--- src/rtl/ex_dmem_req_pkg.sv ---
// ============================================================================
// Module : ex_dmem_req_pkg
// Brief  : Shared size/state encodings for the EX data-memory request slice.
// Rev    : 1.0
// ============================================================================
`default_nettype none

package ex_dmem_req_pkg;

    localparam int MAX_OUTST_DEFAULT = 2;

    localparam logic [1:0] C_SIZE_BYTE = 2'd0;
    localparam logic [1:0] C_SIZE_HALF = 2'd1;
    localparam logic [1:0] C_SIZE_WORD = 2'd2;

    typedef enum logic [1:0] {
        ST_IDLE      = 2'd0,
        ST_WAIT_ADDR = 2'd1,
        ST_HOLD      = 2'd2
    } state_e;

endpackage

`default_nettype wire

--- src/rtl/ex_dmem_req_if.sv ---
// ============================================================================
// Module : ex_dmem_req_if
// Brief  : SRAM-like data bus (req/addr_ok request, data_ok response).
// Rev    : 1.0
// ============================================================================
`default_nettype none

interface ex_dmem_req_if;
    logic        data_sram_req;
    logic        data_sram_wr;
    logic [1:0]  data_sram_size;
    logic [31:0] data_sram_addr;
    logic [31:0] data_sram_wdata;
    logic [3:0]  data_sram_wstrb;
    logic        data_sram_addr_ok;
    logic        data_sram_data_ok;

    modport master (
        output data_sram_req, data_sram_wr, data_sram_size,
               data_sram_addr, data_sram_wdata, data_sram_wstrb,
        input  data_sram_addr_ok, data_sram_data_ok
    );

    modport slave (
        input  data_sram_req, data_sram_wr, data_sram_size,
               data_sram_addr, data_sram_wdata, data_sram_wstrb,
        output data_sram_addr_ok, data_sram_data_ok
    );
endinterface

`default_nettype wire

--- src/rtl/ex_dmem_req_store_align.sv ---
// ============================================================================
// Module : ex_dmem_req_store_align
// Brief  : Store byte-lane strobe, replicated store data and alignment check.
// Rev    : 1.0
// ============================================================================
`default_nettype none

module ex_dmem_req_store_align
    import ex_dmem_req_pkg::*;
(
    input  wire logic [1:0]  size,
    input  wire logic [1:0]  offset,
    input  wire logic [31:0] wdata,
    output logic      [3:0]  wstrb,
    output logic      [31:0] wdata_aligned,
    output logic             ale
);

    always_comb begin
        wstrb         = 4'b0000;
        wdata_aligned = wdata;
        ale           = 1'b0;
        case (size)
            C_SIZE_BYTE: begin
                wstrb         = 4'b0001 << offset;
                wdata_aligned = {4{wdata[7:0]}};
            end
            C_SIZE_HALF: begin
                wstrb         = offset[1] ? 4'b1100 : 4'b0011;
                wdata_aligned = {2{wdata[15:0]}};
                ale           = offset[0];
            end
            C_SIZE_WORD: begin
                wstrb         = 4'b1111;
                ale           = (offset != 2'b00);
            end
            default: begin
                wstrb         = 4'b0000;
            end
        endcase
    end

endmodule

`default_nettype wire

--- src/rtl/ex_dmem_req.sv ---
// ============================================================================
// Module : ex_dmem_req
// Brief  : EX-stage data request issue with one-entry skid to MEM and
//          suppression of data_ok responses that belong to flushed ops.
// Rev    : 1.0
// ============================================================================
`default_nettype none

module ex_dmem_req
    import ex_dmem_req_pkg::*;
#(
    parameter int MAX_OUTST = MAX_OUTST_DEFAULT
)(
    input  wire logic        clk,
    input  wire logic        resetn,
    input  wire logic        in_valid,
    output logic             in_ready,
    input  wire logic        in_ld,
    input  wire logic        in_st,
    input  wire logic [1:0]  in_size,
    input  wire logic [31:0] in_addr,
    input  wire logic [31:0] in_wdata,
    input  wire logic        cancel,
    input  wire logic        ms_has_exc,
    ex_dmem_req_if.master    bus,
    output logic             out_valid,
    input  wire logic        out_ready,
    output logic             out_req_sent,
    output logic             out_ale,
    output logic      [1:0]  out_offset,
    output logic             ms_data_ok
);

    localparam int C_CNT_W = $clog2(MAX_OUTST + 1);
    typedef logic [C_CNT_W-1:0] cnt_t;
    localparam cnt_t C_MAX = cnt_t'(MAX_OUTST);

    state_e      state_q,    state_d;
    logic        st_q,       st_d;
    logic [1:0]  size_q,     size_d;
    logic [31:0] addr_q,     addr_d;
    logic [31:0] wdata_q,    wdata_d;
    logic [3:0]  wstrb_q,    wstrb_d;
    logic        ale_q,      ale_d;
    logic        req_sent_q, req_sent_d;
    logic        killed_q,   killed_d;
    cnt_t        outst_q,    outst_d;
    cnt_t        orphan_q,   orphan_d;

    logic [3:0]  w_strb;
    logic [31:0] w_wdata_al;
    logic        w_ale;
    logic        w_is_mem;
    logic        w_accept;
    logic        w_issue;

    ex_dmem_req_store_align u_align (
        .size          (in_size),
        .offset        (in_addr[1:0]),
        .wdata         (in_wdata),
        .wstrb         (w_strb),
        .wdata_aligned (w_wdata_al),
        .ale           (w_ale)
    );

    // A response freeing a slot lets the waiting request go in the same cycle.
    assign bus.data_sram_req   = (state_q == ST_WAIT_ADDR) &
                                 ((outst_q < C_MAX) | bus.data_sram_data_ok);
    assign bus.data_sram_wr    = st_q;
    assign bus.data_sram_size  = size_q;
    assign bus.data_sram_addr  = addr_q;
    assign bus.data_sram_wdata = wdata_q;
    assign bus.data_sram_wstrb = wstrb_q;

    assign w_is_mem  = in_ld | in_st;
    assign in_ready  = (state_q == ST_IDLE) |
                       ((state_q == ST_HOLD) & out_ready & ~cancel);
    assign w_accept  = in_valid & in_ready;
    assign w_issue   = bus.data_sram_req & bus.data_sram_addr_ok;

    assign out_valid    = (state_q == ST_HOLD) & ~cancel;
    assign out_req_sent = req_sent_q;
    assign out_ale      = ale_q;
    assign out_offset   = addr_q[1:0];
    assign ms_data_ok   = bus.data_sram_data_ok & ~cancel & (orphan_q == '0);

    always_comb begin
        state_d    = state_q;
        st_d       = st_q;
        size_d     = size_q;
        addr_d     = addr_q;
        wdata_d    = wdata_q;
        wstrb_d    = wstrb_q;
        ale_d      = ale_q;
        req_sent_d = req_sent_q;
        killed_d   = killed_q;

        case (state_q)
            ST_IDLE: begin
                state_d = ST_IDLE;
            end
            ST_WAIT_ADDR: begin
                if (w_issue) begin
                    killed_d   = 1'b0;
                    req_sent_d = 1'b1;
                    state_d    = (killed_q | cancel) ? ST_IDLE : ST_HOLD;
                end else if (cancel) begin
                    killed_d   = 1'b1;
                end
            end
            ST_HOLD: begin
                if (cancel || out_ready) begin
                    state_d = ST_IDLE;
                end
            end
            default: begin
                state_d = ST_IDLE;
            end
        endcase

        // An op accepted in the same cycle as a flush is dropped.
        if (w_accept && !cancel) begin
            st_d       = in_st;
            size_d     = in_size;
            addr_d     = in_addr;
            wdata_d    = w_wdata_al;
            wstrb_d    = in_st ? w_strb : 4'b0000;
            ale_d      = w_is_mem & w_ale;
            req_sent_d = 1'b0;
            killed_d   = 1'b0;
            state_d    = (w_is_mem && !w_ale && !ms_has_exc) ? ST_WAIT_ADDR : ST_HOLD;
        end
    end

    always_comb begin
        outst_d = outst_q + cnt_t'(w_issue) - cnt_t'(bus.data_sram_data_ok);
        if (cancel) begin
            orphan_d = outst_d;
        end else begin
            orphan_d = orphan_q + cnt_t'(w_issue & killed_q)
                     - cnt_t'(bus.data_sram_data_ok & (orphan_q != '0));
        end
    end

    always_ff @(posedge clk or negedge resetn) begin
        if (!resetn) begin
            state_q    <= ST_IDLE;
            st_q       <= 1'b0;
            size_q     <= 2'b00;
            addr_q     <= 32'h0;
            wdata_q    <= 32'h0;
            wstrb_q    <= 4'b0000;
            ale_q      <= 1'b0;
            req_sent_q <= 1'b0;
            killed_q   <= 1'b0;
            outst_q    <= '0;
            orphan_q   <= '0;
        end else begin
            state_q    <= state_d;
            st_q       <= st_d;
            size_q     <= size_d;
            addr_q     <= addr_d;
            wdata_q    <= wdata_d;
            wstrb_q    <= wstrb_d;
            ale_q      <= ale_d;
            req_sent_q <= req_sent_d;
            killed_q   <= killed_d;
            outst_q    <= outst_d;
            orphan_q   <= orphan_d;
        end
    end

endmodule

`default_nettype wire

--- src/flat_wrapper.sv ---
// flat-port wrapper written by rule: the top's interface ports become plain ports
module ex_dmem_req_flat import ex_dmem_req_pkg::*;
#(
    parameter int MAX_OUTST = MAX_OUTST_DEFAULT
)
  (clk, resetn, in_valid, in_ready, in_ld, in_st, in_size, in_addr, in_wdata, cancel, ms_has_exc, out_valid, out_ready, out_req_sent, out_ale, out_offset, ms_data_ok, bus_data_sram_req, bus_data_sram_wr, bus_data_sram_size, bus_data_sram_addr, bus_data_sram_wdata, bus_data_sram_wstrb, bus_data_sram_addr_ok, bus_data_sram_data_ok);
  ex_dmem_req_if bus_i ();
  input  wire logic clk;
  input  wire logic resetn;
  input  wire logic in_valid;
  output logic in_ready;
  input  wire logic in_ld;
  input  wire logic in_st;
  input  wire logic [1:0] in_size;
  input  wire logic [31:0] in_addr;
  input  wire logic [31:0] in_wdata;
  input  wire logic cancel;
  input  wire logic ms_has_exc;
  output logic out_valid;
  input  wire logic out_ready;
  output logic out_req_sent;
  output logic out_ale;
  output logic      [1:0] out_offset;
  output logic ms_data_ok;
  output wire logic [$bits(bus_i.data_sram_req)-1:0] bus_data_sram_req;
  output wire logic [$bits(bus_i.data_sram_wr)-1:0] bus_data_sram_wr;
  output wire logic [$bits(bus_i.data_sram_size)-1:0] bus_data_sram_size;
  output wire logic [$bits(bus_i.data_sram_addr)-1:0] bus_data_sram_addr;
  output wire logic [$bits(bus_i.data_sram_wdata)-1:0] bus_data_sram_wdata;
  output wire logic [$bits(bus_i.data_sram_wstrb)-1:0] bus_data_sram_wstrb;
  input wire logic [$bits(bus_i.data_sram_addr_ok)-1:0] bus_data_sram_addr_ok;
  input wire logic [$bits(bus_i.data_sram_data_ok)-1:0] bus_data_sram_data_ok;
  assign bus_data_sram_req = bus_i.data_sram_req;
  assign bus_data_sram_wr = bus_i.data_sram_wr;
  assign bus_data_sram_size = bus_i.data_sram_size;
  assign bus_data_sram_addr = bus_i.data_sram_addr;
  assign bus_data_sram_wdata = bus_i.data_sram_wdata;
  assign bus_data_sram_wstrb = bus_i.data_sram_wstrb;
  assign bus_i.data_sram_addr_ok = bus_data_sram_addr_ok;
  assign bus_i.data_sram_data_ok = bus_data_sram_data_ok;
  ex_dmem_req #(.MAX_OUTST(MAX_OUTST)) u_core (.clk(clk), .resetn(resetn), .in_valid(in_valid), .in_ready(in_ready), .in_ld(in_ld), .in_st(in_st), .in_size(in_size), .in_addr(in_addr), .in_wdata(in_wdata), .cancel(cancel), .ms_has_exc(ms_has_exc), .bus(bus_i), .out_valid(out_valid), .out_ready(out_ready), .out_req_sent(out_req_sent), .out_ale(out_ale), .out_offset(out_offset), .ms_data_ok(ms_data_ok));
endmodule
--- config.mk ---
export PLATFORM = sky130hd
export DESIGN_NAME = ex_dmem_req_flat
export DESIGN_NICKNAME = d
export VERILOG_FILES = /design/src/rtl/ex_dmem_req_pkg.sv /design/src/rtl/ex_dmem_req_if.sv /design/src/rtl/ex_dmem_req_store_align.sv /design/src/rtl/ex_dmem_req.sv /design/src/flat_wrapper.sv
export SDC_FILE = /design/constraint.sdc
export NUM_CORES = 1
export LEC_CHECK = 0
export CELL_PAD_IN_SITES_DETAIL_PLACEMENT = 0
export CELL_PAD_IN_SITES_GLOBAL_PLACEMENT = 1
export CORE_MARGIN = 8
export CORE_UTILIZATION = 32
export DETAILED_ROUTE_END_ITERATION = 10
export PLACE_DENSITY_LB_ADDON = 0.1
export REMOVE_ABC_BUFFERS = 1
export SLEW_MARGIN = 40
export SYNTH_ARGS = -nofsm -noshare
export SYNTH_HDL_FRONTEND = slang
export SYNTH_SLANG_ARGS = --single-unit
--- constraint.sdc ---
create_clock -name clk -period 1.84 [get_ports clk]
set_input_delay 0.368 -clock clk [delete_from_list [all_inputs] [get_ports clk]]
set_output_delay 0.368 -clock clk [all_outputs]
set_load 0.005 [all_outputs]
# Yosys cells after proc, flatten, opt, wreduce, memory -nomap -nowiden
# Cells that the tools add are included.
[word_totals]
register_bits = 80
elab_cells = 76
[op_classes]
n_addsub = 4
order_cmp = 1
n_eq_ne = 6
shift = 1
mux = 19
n_bitwise = 16
reduce_logical = 18
[ops]
columns = ["operator", "count"]
rows = [
  ["$pmux W32 S2", 1],
  ["$mux W2", 6],
  ["$pmux W4 S3", 1],
  ["$and A1 B1 Y1", 11],
  ["$mux W4", 2],
  ["$reduce_bool A2 Y1", 4],
  ["$mux W1", 7],
  ["$logic_not A2 Y1", 3],
  ["$reduce_and A2 Y1", 3],
  ["$eq A2 B1 Y1 const B", 2],
  ["$eq A2 B2 Y1 const B", 2],
  ["$or A1 B1 Y1", 4],
  ["$pmux W2 S2", 1],
  ["$shl A1 B2 Y4 const A", 1],
  ["$logic_and A1 B1 Y1", 3],
  ["$logic_not A1 Y1", 3],
  ["$ne A3 B2 Y1 const B", 1],
  ["$ne A3 B3 Y1 const B", 1],
  ["$reduce_bool A3 Y1", 1],
  ["$add A2 B1 Y2", 1],
  ["$add A2 B2 Y2", 1],
  ["$lt A2 B2 Y1 const B", 1],
  ["$pmux W1 S2", 1],
  ["$sub A2 B1 Y2", 1],
  ["other kinds (3)", 3],
]

# Depth between registers and ports, before layout
[depth]
ltp_word = 8
ltp_mapped = 8

# Cells and area by module
# Synthesis repeated with hierarchy kept, for this count alone.
[unflattened]
hier_cells = 316
hier_area_um2 = 3777.4
[by_module_without_submodules]
columns = ["module", "instances", "cells_per_inst", "area_per_inst_um2", "seq_area_each_um2"]
rows = [
  ["ex_dmem_req", 1, 214, 3168.0, 2001.9],
  ["ex_dmem_req_store_align", 1, 102, 609.3, 0.0],
]

# Worst setup path after synthesis
# OpenSTA, ideal clock, no wires.
[synth_timing]
path_type = "flip-flop to flip-flop"
start = "register u_core.state_q[0]"
end = "register u_core.orphan_q[1]"
setup_time_ns = 0.126
arrival_ns = 1.450
required_time_ns = 1.714
slack_ns = 0.263
path_stages_with_launch = 8
n_path_buf = 0
path_cell_list = "dfrtp_1 -> nor2b_1 -> and3_1 -> and2_1 -> ha_1 -> xor2_1 -> xnor2_1 -> o21ai_0"
[synth_between]
elab_chain_cells = 7
elab_cells_between_ends = 9
[synth_rtl]
columns = ["item", "line_no", "rtl"]
rows = [
  ["start: declaration", "ex_dmem_req.sv:38", "state_e state_q, state_d;"],
  ["start signal: assignment", "ex_dmem_req.sv:159", "state_q <= state_d;"],
  ["$eq A2 B1 Y1 (*)", "ex_dmem_req.sv:67", "assign bus.data_sram_req = (state_q == ST_WAIT_ADDR) &"],
  ["$and A1 B1 Y1 (*)", "ex_dmem_req.sv:67", ""],
  ["$and A1 B1 Y1 (*)", "ex_dmem_req.sv:79", "assign w_issue = bus.data_sram_req & bus.data_sram_addr_ok;"],
  ["$and A1 B1 Y1", "ex_dmem_req.sv:140", "orphan_d = orphan_q + cnt_t'(w_issue & killed_q)"],
  ["$add A2 B2 Y2", "ex_dmem_req.sv:140", ""],
  ["$sub A2 B2 Y2", "ex_dmem_req.sv:141", "- cnt_t'(bus.data_sram_data_ok & (orphan_q != '0));"],
  ["$mux W2 (*)", "ex_dmem_req.sv:137", "if (cancel) begin"],
  ["named net u_core.orphan_d[1]", "ex_dmem_req.sv:48", "cnt_t orphan_q, orphan_d;"],
  ["end signal: assignment", "ex_dmem_req.sv:169", "orphan_q <= orphan_d;"],
  ["end: declaration", "ex_dmem_req.sv:48", ""],
]
# The timed path passes the listed nets; every way through them passes the cells marked *.
# A chain may end at the register's enable or synchronous reset.

# Final worst setup path
[layout_timing]
start = "input port in_size[0]"
end = "register u_core.state_q[1]"
[layout_between]
elab_chain_cells = 7
elab_cells_between_ends = 8
[layout_rtl]
columns = ["item", "line_no", "rtl"]
rows = [
  ["start: declaration", "flat_wrapper.sv:14", "input wire logic [1:0] in_size;"],
  ["$eq A2 B2 Y1 / $eq A2 B1 Y1 (equally long branches)", "ex_dmem_req_store_align.sv:23", "case (size)"],
  ["$pmux W1 S2 (*)", "ex_dmem_req_store_align.sv:23", ""],
  ["$logic_not A1 Y1 (*)", "ex_dmem_req.sv:131", "state_d = (w_is_mem && !w_ale && !ms_has_exc) ? ST_WAIT_ADDR : ST_HOLD;"],
  ["$logic_and A1 B1 Y1 (*) (2 in series)", "ex_dmem_req.sv:131", ""],
  ["$mux W2 (*)", "ex_dmem_req.sv:131", ""],
  ["$mux W2 (*)", "ex_dmem_req.sv:122", "if (w_accept && !cancel) begin"],
]
# Every way passes the cells marked *; elsewhere a longest branch is shown, timed or not.

==> out/metrics.cfg <==
[outcome]
status=finished clean

[placed_design]
gp_congestion=0.727
post-place-ws_ns=-0.302
port_buffers=154
placed_area_sq_um=5420
dp_cells=598
hpwl_mm=7.70

[worst_hold_path]
hold_start=u_core.bus.data_sram_wdata[26]
holdCritPathClass=flop to flop
min_path_cells=2

[pwr]
ir_drop_mv=0.508
switchingPower_mw=1.60
internal_power_mw=4.48
power_frac_seq_pct=40.5
p_total_mw=6.08
pwr-share-clk_pct=25.4
p_per_area_nw_per_um2=1060
p_leak_nw=2.56
switching_share_pct=26.4
combPwrFrac_pct=34.1

[synth]
synthFlopType=dfrtp_1
synth_top_cell_by_area=dfrtp_1
ys_ff_latch=80
ys_top_cells_by_count=dfrtp_1, mux2_2, nand2_1, o21ai_0, a21oi_1
avgSynthCellArea_sq_um=12.0
synth_top_area_share_pct=56.0
syn_area_sq_um=3570
yosys_warnings=0
synth_edf_count=0
syn_inst=297
synth_seq_area_share_pct=56.0
ys_top_cells_by_area=dfrtp_1, mux2_2, o21ai_0
synth.distinct_cells=38
yosysMostFrequentCell=dfrtp_1
synth-async-reset-ratio_pct=100

[flow_run]
drv_cap=0

[layout]
n_fill_cell=1018
drive_gt1_share_pct=20.0
utilization_pct=52.4
fin_nets=559
fin_area_sq_um=5710
diodes=0
area_growth_pct=59.8
fin_cells=620

[critical_path]
critPathTopFamily=buffers and inverters
crit_path_max_fanout=3
cp_num_buf_inv=2
setup.worst_path.end_class=flop
path_depth=7
r2r_cells=8
crit_start=in_size[0]
crit_type=input port to flop
cp.required_ns=2.08
crit_path_top_delay_cell=clkdlybuf4s50_1
r2r_start=u_core.orphan_q[1]
path_cells=clkdlybuf4s50_1 -> inv_1 -> ha_1 -> o211a_1 -> a31oi_1 -> nand4_1 -> a31o_2
cpPeakStageDelay_ns=0.51
arrival_ns=2.01
worstSetupStartpointType=input port

[floorplan]
core_sq_um=10900
die_x_um=122
io_pins=155
fp.dieH_um=122
fp-row-count=38
initial_utilization_pct=32.8
die_area_sq_um=14800

[grt]
grt_max_degree=39
antenna_found_initial=0
overflow=0
grt_first_pass_wirelength_mm=16.5
grt_pass1_vias=3180
track_usage_pct=14.4

[timing]
fmax_ghz=0.567
setup-violations-final=0
fin_crit_ns=1.76
hold_viol=0
finalSetupTns_ns=0
maxSlewHeadroom_pct=66.0
worst_slew_pin_slew_ns=0.510
timing.final.max_slew_violations=0
fin_crit_sh_pct=95.9
hold_slack_ns=0.478
fin_worst_skew_ns=0.00492
setup_slack_ns=0.0757

[cts]
cts_root_buf=clkbuf_8
tritoncts=done
cts_sinks=80
clk_pin_slew_ns=0.08
cts_buffer_depth=2
cts_made_buffers=9
cts_max_level=3
clk_latency_ns=0.35

[drt]
drc=0
drtIter0Drc=110
detail-route-antenna-nets=0
route.vias.total=2846
post_drt_wl_per_cell_um=16.4
first_pass_iters=3
viasPerCell=4.59
wl_mm=10.2

## path summary, 6_finish.rpt
| path | to | slack [ns] |
|---|---|---|
| setup / recovery | u_core.state_q[1] | 0.08 |
| hold / removal | u_core.bus.data_sram_wdata[26] | 0.48 |
| setup reg to reg | u_core.orphan_q[1] | 0.13 |
| hold reg to reg | u_core.bus.data_sram_wdata[26] | 0.48 |
| max in group asynchronous | u_core.bus.data_sram_addr[15] | 0.70 |
| min in group asynchronous | u_core.bus.data_sram_wdata[26] | 0.52 |
## cell families after synthesis
logic type	Yosys count	share of synthesized area, %
DFF	80	56.0
AOI/OAI and AO/OA	74	12.8
and+or+nand+nor	56	7.88
muxes	48	15.4
buffers and inverters	27	4.10
adders and majority gates	8	2.80
xor gates and xnor gates	4	0.981
## tightest hold or removal path, stage by stage (launching register included)
cell	delay, ns
dfrtp_1	0.35
nand2_1	0.04
o21ai_0	0.05
## flip-flops by register name (all words and copies together) (netlist names)
signal / flops
u_core.killed_q: 1
u_core.state_q: 2
u_core.bus.data_sram_size: 2
u_core.outst_q: 2
u_core.out_ale: 1
u_core.orphan_q: 2
u_core.bus.data_sram_wstrb: 4
u_core.bus.data_sram_wdata: 32
u_core.out_req_sent: 1
u_core.bus.data_sram_addr: 32
u_core.bus.data_sram_wr: 1
## placed cells by master, fill, tap and decap left out, types with 4 or more instances in the layout
master / Yosys / layout
buf_12: 0 / 4
a21oi_1: 13 / 13
clkbuf_8: 0 / 9
buf_4: 3 / 28
a22o_1: 9 / 9
a22oi_1: 9 / 9
nand2b_1: 5 / 5
clkdlybuf4s50_1: 0 / 147
o21ai_0: 29 / 29
nand2_1: 34 / 34
dlygate4sd2_1: 0 / 5
ha_1: 8 / 8
mux2_2: 35 / 35
inv_1: 8 / 8
mux2i_1: 8 / 8
clkinv_2: 0 / 4
dfrtp_1: 80 / 79
nor2_1: 4 / 4
mux2_4: 5 / 5
## per-layer routing
metal / vias up / GRT usage [%] / routed length, um
met5: - / 0 / 0
met4: 0 / 6.25 / 185
met3: 13 / 6.43 / 1010
met2: 90 / 23.6 / 4830
met1: 1349 / 15.8 / 4160
li1: 1394 / - / -
## power by group through the flow
| stage | registers (mW) | clock network (mW) | logic, mW |
|---|---|---|---|
| 3_5_place_dp | 2.51 | 0 | 2.06 |
| 2_1_floorplan | 2.52 | 0 | 0.661 |
| 3_3_place_gp | 2.49 | 0 | 2.04 |
| 5_1_grt | 2.53 | 1.68 | 2.28 |
| 4_1_cts | 2.48 | 1.60 | 2.11 |
| 6_report | 2.46 | 1.54 | 2.07 |
## timing repair
item / in CTS / in global routing
hold buffers: 1 / 0
gates resized for setup: 11 / 2
hold endpoints to repair: 25 / 0
setup buffers: 4 / 1
endpoints found under the setup margin: 4 / 2
pin swaps: 0 / 2
## final cells by class
cell class | count | area, sq um | share of cell area (%)
repair buffers | 186 | 1820 | 31.9
flip-flops and latches | 80 | 2000 | 35.1
inverters | 8 | 30.0 | 0.526
multi-input cells | 190 | 1450 | 25.3
well taps | 140 | 175 | 3.07
clock inverters | 7 | 110 | 1.93
clock buffers | 9 | 124 | 2.17
(Power assumes the default switching activity.)
